--- src/rtl/handshake_master.sv ---
// Transmitter end of the valid/ready channel: push port -> FIFO -> held output register.
// Optional stall watchdog enabled by defining HS_MASTER_TIMEOUT_EN.
module handshake_master #(
    parameter int wd    = 4,
    parameter int depth = 4,
    parameter int tmo   = 16
) (
    input  logic                    clk,
    input  logic                    rst,
    input  logic                    wr_en,
    input  logic [wd-1:0]           wr_data,
    output logic                    full,
    output logic                    empty,
    output logic [$clog2(depth):0]  count,
    output logic                    m_valid,
    output logic [wd-1:0]           data_out,
    input  logic                    s_ready,
    output logic [7:0]              sent_cnt,
    output logic                    timeout
);

    localparam int CW = $clog2(depth) + 1;
    localparam int PW = $clog2(depth);
    localparam int SD = depth - 1;

    typedef enum logic {
        IDLE = 1'b0,
        SEND = 1'b1
    } state_e;

    state_e            state_q, state_d;
    logic [wd-1:0]     data_q, data_d;
    logic [CW-1:0]     count_q, count_d;
    logic [PW-1:0]     rd_ptr_q, rd_ptr_d;
    logic [PW-1:0]     wr_ptr_q, wr_ptr_d;
    logic [7:0]        sent_q, sent_d;
    logic [wd-1:0]     mem_q [SD];

    logic              push;
    logic              xfer;
    logic              load;
    logic              stor_avail;
    logic              mem_we;

    // Storage has depth-1 slots, which is not a power of two, so wrap explicitly.
    function automatic logic [PW-1:0] ptr_inc(input logic [PW-1:0] p);
        return (p == PW'(SD - 1)) ? '0 : p + PW'(1);
    endfunction

    assign m_valid  = (state_q == SEND);
    assign data_out = data_q;
    assign count    = count_q;
    assign full     = (count_q == CW'(depth));
    assign empty    = (count_q == '0);
    assign sent_cnt = sent_q;

    assign push       = wr_en && !full;
    assign xfer       = m_valid && s_ready;
    assign load       = !m_valid || xfer;
    assign stor_avail = m_valid ? (count_q > CW'(1)) : (count_q != '0);

    always_comb begin
        state_d  = state_q;
        data_d   = data_q;
        count_d  = count_q;
        rd_ptr_d = rd_ptr_q;
        wr_ptr_d = wr_ptr_q;
        sent_d   = sent_q;
        mem_we   = 1'b0;

        if (xfer) begin
            sent_d = sent_q + 8'd1;
        end

        if (load) begin
            if (stor_avail) begin
                data_d   = mem_q[rd_ptr_q];
                rd_ptr_d = ptr_inc(rd_ptr_q);
                state_d  = SEND;
                mem_we   = push;
            end else if (push) begin
                // Nothing buffered: a same-cycle push bypasses storage into the output register.
                data_d  = wr_data;
                state_d = SEND;
            end else begin
                state_d = IDLE;
            end
        end else begin
            mem_we = push;
        end

        if (mem_we) begin
            wr_ptr_d = ptr_inc(wr_ptr_q);
        end

        if (push && !xfer) begin
            count_d = count_q + CW'(1);
        end else if (!push && xfer) begin
            count_d = count_q - CW'(1);
        end
    end

    always_ff @(posedge clk or negedge rst) begin
        if (!rst) begin
            state_q  <= IDLE;
            data_q   <= '0;
            count_q  <= '0;
            rd_ptr_q <= '0;
            wr_ptr_q <= '0;
            sent_q   <= '0;
        end else begin
            state_q  <= state_d;
            data_q   <= data_d;
            count_q  <= count_d;
            rd_ptr_q <= rd_ptr_d;
            wr_ptr_q <= wr_ptr_d;
            sent_q   <= sent_d;
        end
    end

    always_ff @(posedge clk) begin
        if (mem_we) begin
            mem_q[wr_ptr_q] <= wr_data;
        end
    end

`ifdef HS_MASTER_TIMEOUT_EN
    localparam int TW = $clog2(tmo + 1);

    logic [TW-1:0] stall_q, stall_d;
    logic          timeout_q, timeout_d;

    always_comb begin
        stall_d = stall_q;
        if (xfer) begin
            stall_d = '0;
        end else if (m_valid && (stall_q != TW'(tmo))) begin
            stall_d = stall_q + TW'(1);
        end
        timeout_d = timeout_q || (stall_d == TW'(tmo));
    end

    always_ff @(posedge clk or negedge rst) begin
        if (!rst) begin
            stall_q   <= '0;
            timeout_q <= 1'b0;
        end else begin
            stall_q   <= stall_d;
            timeout_q <= timeout_d;
        end
    end

    assign timeout = timeout_q;
`else
    localparam int unused_tmo = tmo;

    assign timeout = 1'b0;
`endif

endmodule
--- config.mk ---
export PLATFORM = sky130hd
export DESIGN_NAME = handshake_master
export DESIGN_NICKNAME = d
export VERILOG_FILES = /design/src/rtl/handshake_master.sv
export SDC_FILE = /design/constraint.sdc
export NUM_CORES = 1
export LEC_CHECK = 0
export CORE_ASPECT_RATIO = 1.1
export CORE_MARGIN = 2
export CORE_UTILIZATION = 55
export CTS_CLUSTER_DIAMETER = 30
export CTS_CLUSTER_SIZE = 30
export DETAILED_ROUTE_END_ITERATION = 10
export PLACE_DENSITY = 0.93
export SYNTH_ARGS = -nofsm -noshare
export SYNTH_HDL_FRONTEND = slang
export SYNTH_SLANG_ARGS = --single-unit
--- constraint.sdc ---
create_clock -name clk -period 6.14 [get_ports clk]
set_clock_uncertainty 0.15 [all_clocks]
set_input_delay 0.614 -clock clk [delete_from_list [all_inputs] [get_ports clk]]
set_output_delay 0.614 -clock clk [all_outputs]
set_load 0.01 [all_outputs]
# Word-level counts from Yosys, hierarchy flattened
# Memories as Yosys holds them, arrays and structs flattened.
# Cells that the tools add are included.
# classes
add_sub_neg	5
order_cmp	1
n_eq_ne	3
muxes	13
reduce_logical	15
# ops
cell	n
$add 8x1->8 const B	1
$mux 4	2
$mux 1	7
$mux 3	2
$add 2x1->2 const B	2
$eq 2x2->1 const B	2
$logic_and 1x1->1	4
$logic_not 1->1	4
$mux 2	2
$reduce_and 2->1	2
$reduce_bool 2->1	2
$add 3x1->3 const B	1
$eq 3x3->1 const B	1
$gt 3x1->1 const B	1
$logic_not 3->1	1
$reduce_bool 3->1	1
$sub 3x1->3 const B	1
$logic_or 1x1->1	1
# word_totals
reg_bits	20
ramBits	12
input_bits	8
output_inout_bits	19
word_cells	44
mem_count	1
# memory_table
name	depth	width	rd	rd_ports_with_merged_regs	write_ports	line	rtl
mem_q	3	4	1	0	1	37	logic [wd-1:0] mem_q [SD];

# Depth between registers and ports, before layout
# depth
word_depth	7
depth_mapped	9
mapped_depth_nobuf	9

# Least setup slack after synthesis
# OpenSTA, ideal clock, no wires.
# synth_timing
kind	register -> register
startpoint	register count_q[0] (netlist: count[0])
endpoint	memory mem_q[2][0] (enable)
setup_time_ns	0.367
arrival_time_ns	1.595
required_ns	5.623
slack_ns	4.028
path_stages_with_launch	7
n_path_buf	0
synth_period_minus_slack_ns	2.112
cell_sequence	dfrtp_1 -> inv_1 -> ha_1 -> nor2_1 -> a311o_1 -> o21ai_2 -> nor3b_1
# synth_between
elab_chain_len	7
word_cells_on_any_way	10
cone_classes	1 x order compare; 1 x eq/ne; 5 x mux; 3 x reduce/logical
# synth_lines
element	line	rtl
from (decl)	33	logic [CW-1:0] count_q, count_d;
from (signal assigned)	114	count_q <= count_d;
branches (longest 4 deep; another with $gt 3x1->1)	n/a	
$mux 1 *	75	if (load) begin
$mux 1 *	122	if (mem_we) begin
$mux 1 (not written as such) *	123	mem_q[wr_ptr_q] <= wr_data;
to (decl)	37	
# Mark *: on every way between the ends.

# Worst setup path in the final report
# layout_timing
startpoint	register count_q[1] (netlist: count[1])
endpoint	output empty
# layout_between
elab_chain_len	1
# layout_lines
element	line	rtl
$logic_not 3->1	54	assign empty = (count_q == '0);
to (decl)	13	output logic empty,
# Every way passes these cells.

==> key figures <==
Run status
  – Status: finished, final reports clean

Clocking
  – CTS H-Tree Depth: 2
  – Cts repair resizes: 0
  – CTS max path bufs: 2
  – CTS root buf: clkbuf_4
  – Postcts setup bufs: 0
  – TritonCTS clock tree: yes
  – Clk pin slew, worst setup/hold paths: 0.09 ns
  – Clock sinks: 32
  – Skew-Pair Late Insertion Delay: 0.34 ns
  – Hold buffers post-CTS: 0
  – TritonCTS Buffers: 5

STA
  – Setup_tns: 0 ns
  – Min cycle time layout: 2.552 ns
  – Final hold violations: 0
  – FMAX: 391.9 MHz
  – Final Cycle Share: 0.4156
  – Setup violators final: 0
  – Worst slew pin tran: 0.9041 ns
  – Slew Limit Fails: 0
  – RSZ-0062 raised after global routing: no
  – Max transition margin: 0.3954

Global route
  – Vias in the first global route: 1029
  – GRT Util Overall: 0.2189
  – Largest net degree at the start of global routing: 21
  – Initial antenna violation count: 0
  – First-pass GRT wire length: 4692 µm
  – Global-route congestion overflow total: 0

Synth
  – Largest cells by area after synthesis: dfrtp_1 (34%), edfxtp_1 (25%), ha_1 (5.1%)
  – Area share of the largest cell type after synthesis: 0.3422
  – Unique masters post-synth: 28
  – FF+latch count, synth: 32
  – Sequential share of the synthesized area: 0.5885
  – Synth Instances: around 120
  – Post-synth EDFFs: 12
  – Asr flop ratio synth: 0.6250
  – Synthesized cell area: 0.001463 mm²
  – Post-synth top area cell: dfrtp_1
  – Synth Warn #: 0
  – Top_reg_cell synth: dfrtp_1
  – Most frequent cell after synthesis: dfrtp_1
  – Syn avg cell area: 12.29 µm²
  – Top cells by count, synth: dfrtp_1 (20), edfxtp_1 (12), nand2_1 (9), inv_1 (8)
  – Synth Net Count: between 100 and 150

Power and ir drop
  – Final Power: 0.8849 mW
  – Maximum vdd drop: 0.3137 mV
  – Pleak: 0.7225 nW
  – Cell area power density: 495.3 mW/mm²

Detailed routing
  – First DRT Iteration DRCs: 20
  – Via count: 991
  – DRT antenna net count: 0
  – DRC Markers: 0
  – DRT Pass-1 Iters: 4
  – Routed len/inst: 15.28 µm
  – Routed vias/inst: 5.506
  – WL final: 2751 µm

Flow run
  – Max cap viols: 0

Critical path
  – Crit-path max cell delay: 0.54 ns
  – Kind of end point of the critical path: output port
  – R2r setup slk: 3.72 ns
  – Worst Path Required: 5.38 ns
  – CP Data Arrival Time: 1.79 ns
  – Startpoint Class: register
  – Crit-path cells: inv_1, ha_1, nor2b_1, clkdlybuf4s50_1
  – WS Path Type: register to output port
  – Crit Path Max Fanout: 5
  – Crit-path slowest cell: clkdlybuf4s50_1

Placement
  – Placed Area: ~0.0017 mm²
  – I/O Buffers: 25
  – GPL Wtd Cong: 0.7373
  – DP Wirelength: between 2000 and 2500 µm

Hold path
  – Worst min-delay path class: register to register

Finish
  – Layout cells sized above 1: 0.1007
  – # nets final: between 150 and 200
  – Synth-to-Final Area Change: 22.16%
  – Antenna cell count: 0
  – Design area: around 0.0018 mm²

Floorplanning
  – Initial Util: 0.5804
  – Die W: 53.17 µm
  – Num rows: 19
  – I/O pins: 27
  – Die area: 0.003088 mm²
  – Core box area: 0.002520 mm²
  – Die height: 58.09 µm
## cells in the final DEF, fill, tap and decap left out, drive strengths merged, types with 2 or more instances in the layout
cell type	n
clkbuf	7
ha	6
or4	5
mux2i	5
dfrtp	20
nor2b	4
nand3	5
edfxtp	12
nor2	5
xnor2	7
nor3	2
xor2	3
o21ai	8
o221a	4
mux2	4
inv	8
clkdlybuf4s50	25
nand2	9
## layer usage
layer	vias up	track usage	part of all wire	wire, µm
li1	477	-	-	-
met1	484	0.2621	0.41	1141
met3	6	0.07990	0.047	129
met4	0	0.08791	0.020	55
met5	-	0	0	0
met2	24	0.3554	0.52	1424
## worst paths after layout
kind	from	end	cells after the start
max in group asynchronous	rst	m_valid	1
min in group asynchronous	rst	rd_ptr_q[1]	1
worst min-delay path	sent_cnt[7]	sent_cnt[7]	1
worst max register to register	count[0]	mem_q[2][1]	6
worst max-delay path	count[1]	empty	4
worst min register to register	sent_cnt[7]	sent_cnt[7]	1
## metrics by stage
stage	utilization	hold WS [ns]	instances	worst slack, ns
2_1_floorplan	-	0.1684	119	4.028
3_3_place_gp	0.6892	0.3144	172	3.660
3_5_place_dp	0.6892	0.3339	172	3.511
4_1_cts	0.7090	0.3545	180	3.569
5_1_grt	0.7090	0.3720	180	3.474
6_report	0.7090	0.3442	180	3.588
## logic make-up (layout without fill, tap and decap cells)
family	Yosys count	in the layout	synth area share
multiplexers	9	9	0.06501
flip-flops	32	32	0.5885
adder cells (fa/ha/maj)	6	6	0.05132
XOR/XNOR	10	10	0.05988
AO/OA/AOI/OAI	15	15	0.07698
buffers and inverters	11	41	0.03080
AND/OR/NAND/NOR	35	35	0.1249
other	1	1	0.002564
## layout make-up
class / instances / area, µm²
clock inverters: 1 / 5.005
inverters: 8 / 30.03
clock buffers: 7 / 45.04
multi-input cells: 76 / 556.8
fillers: 192 / 733.2
repair buffers: 25 / 250.2
well taps: 31 / 38.79
flip-flops and latches: 32 / 860.8
## sequential cells by signal, indices dropped and copies added, names as in the netlist
| name | flops |
|---|---|
| wr_ptr_q | 2 |
| count | 3 |
| rd_ptr_q | 2 |
| m_valid | 1 |
| mem_q | 12 |
| sent_cnt | 8 |
| data_out | 4 |
## power by group
part           leakage [nW]  internal (mW)  switching (mW)
clock                0.0293         0.0445          0.0693
combinational         0.349          0.215           0.173
sequential            0.344          0.303          0.0801
total                 0.723          0.562           0.323
## critical path, delay by kind of cell, from the launching register on
family | cells | cell delay [ns]
adder cells (fa/ha/maj) | 1 | 0.20
buffers and inverters | 2 | 0.66
flip-flops | 1 | 0.44
AND/OR/NAND/NOR | 1 | 0.14
No activity file was read; power rests on OpenSTA's default activity.
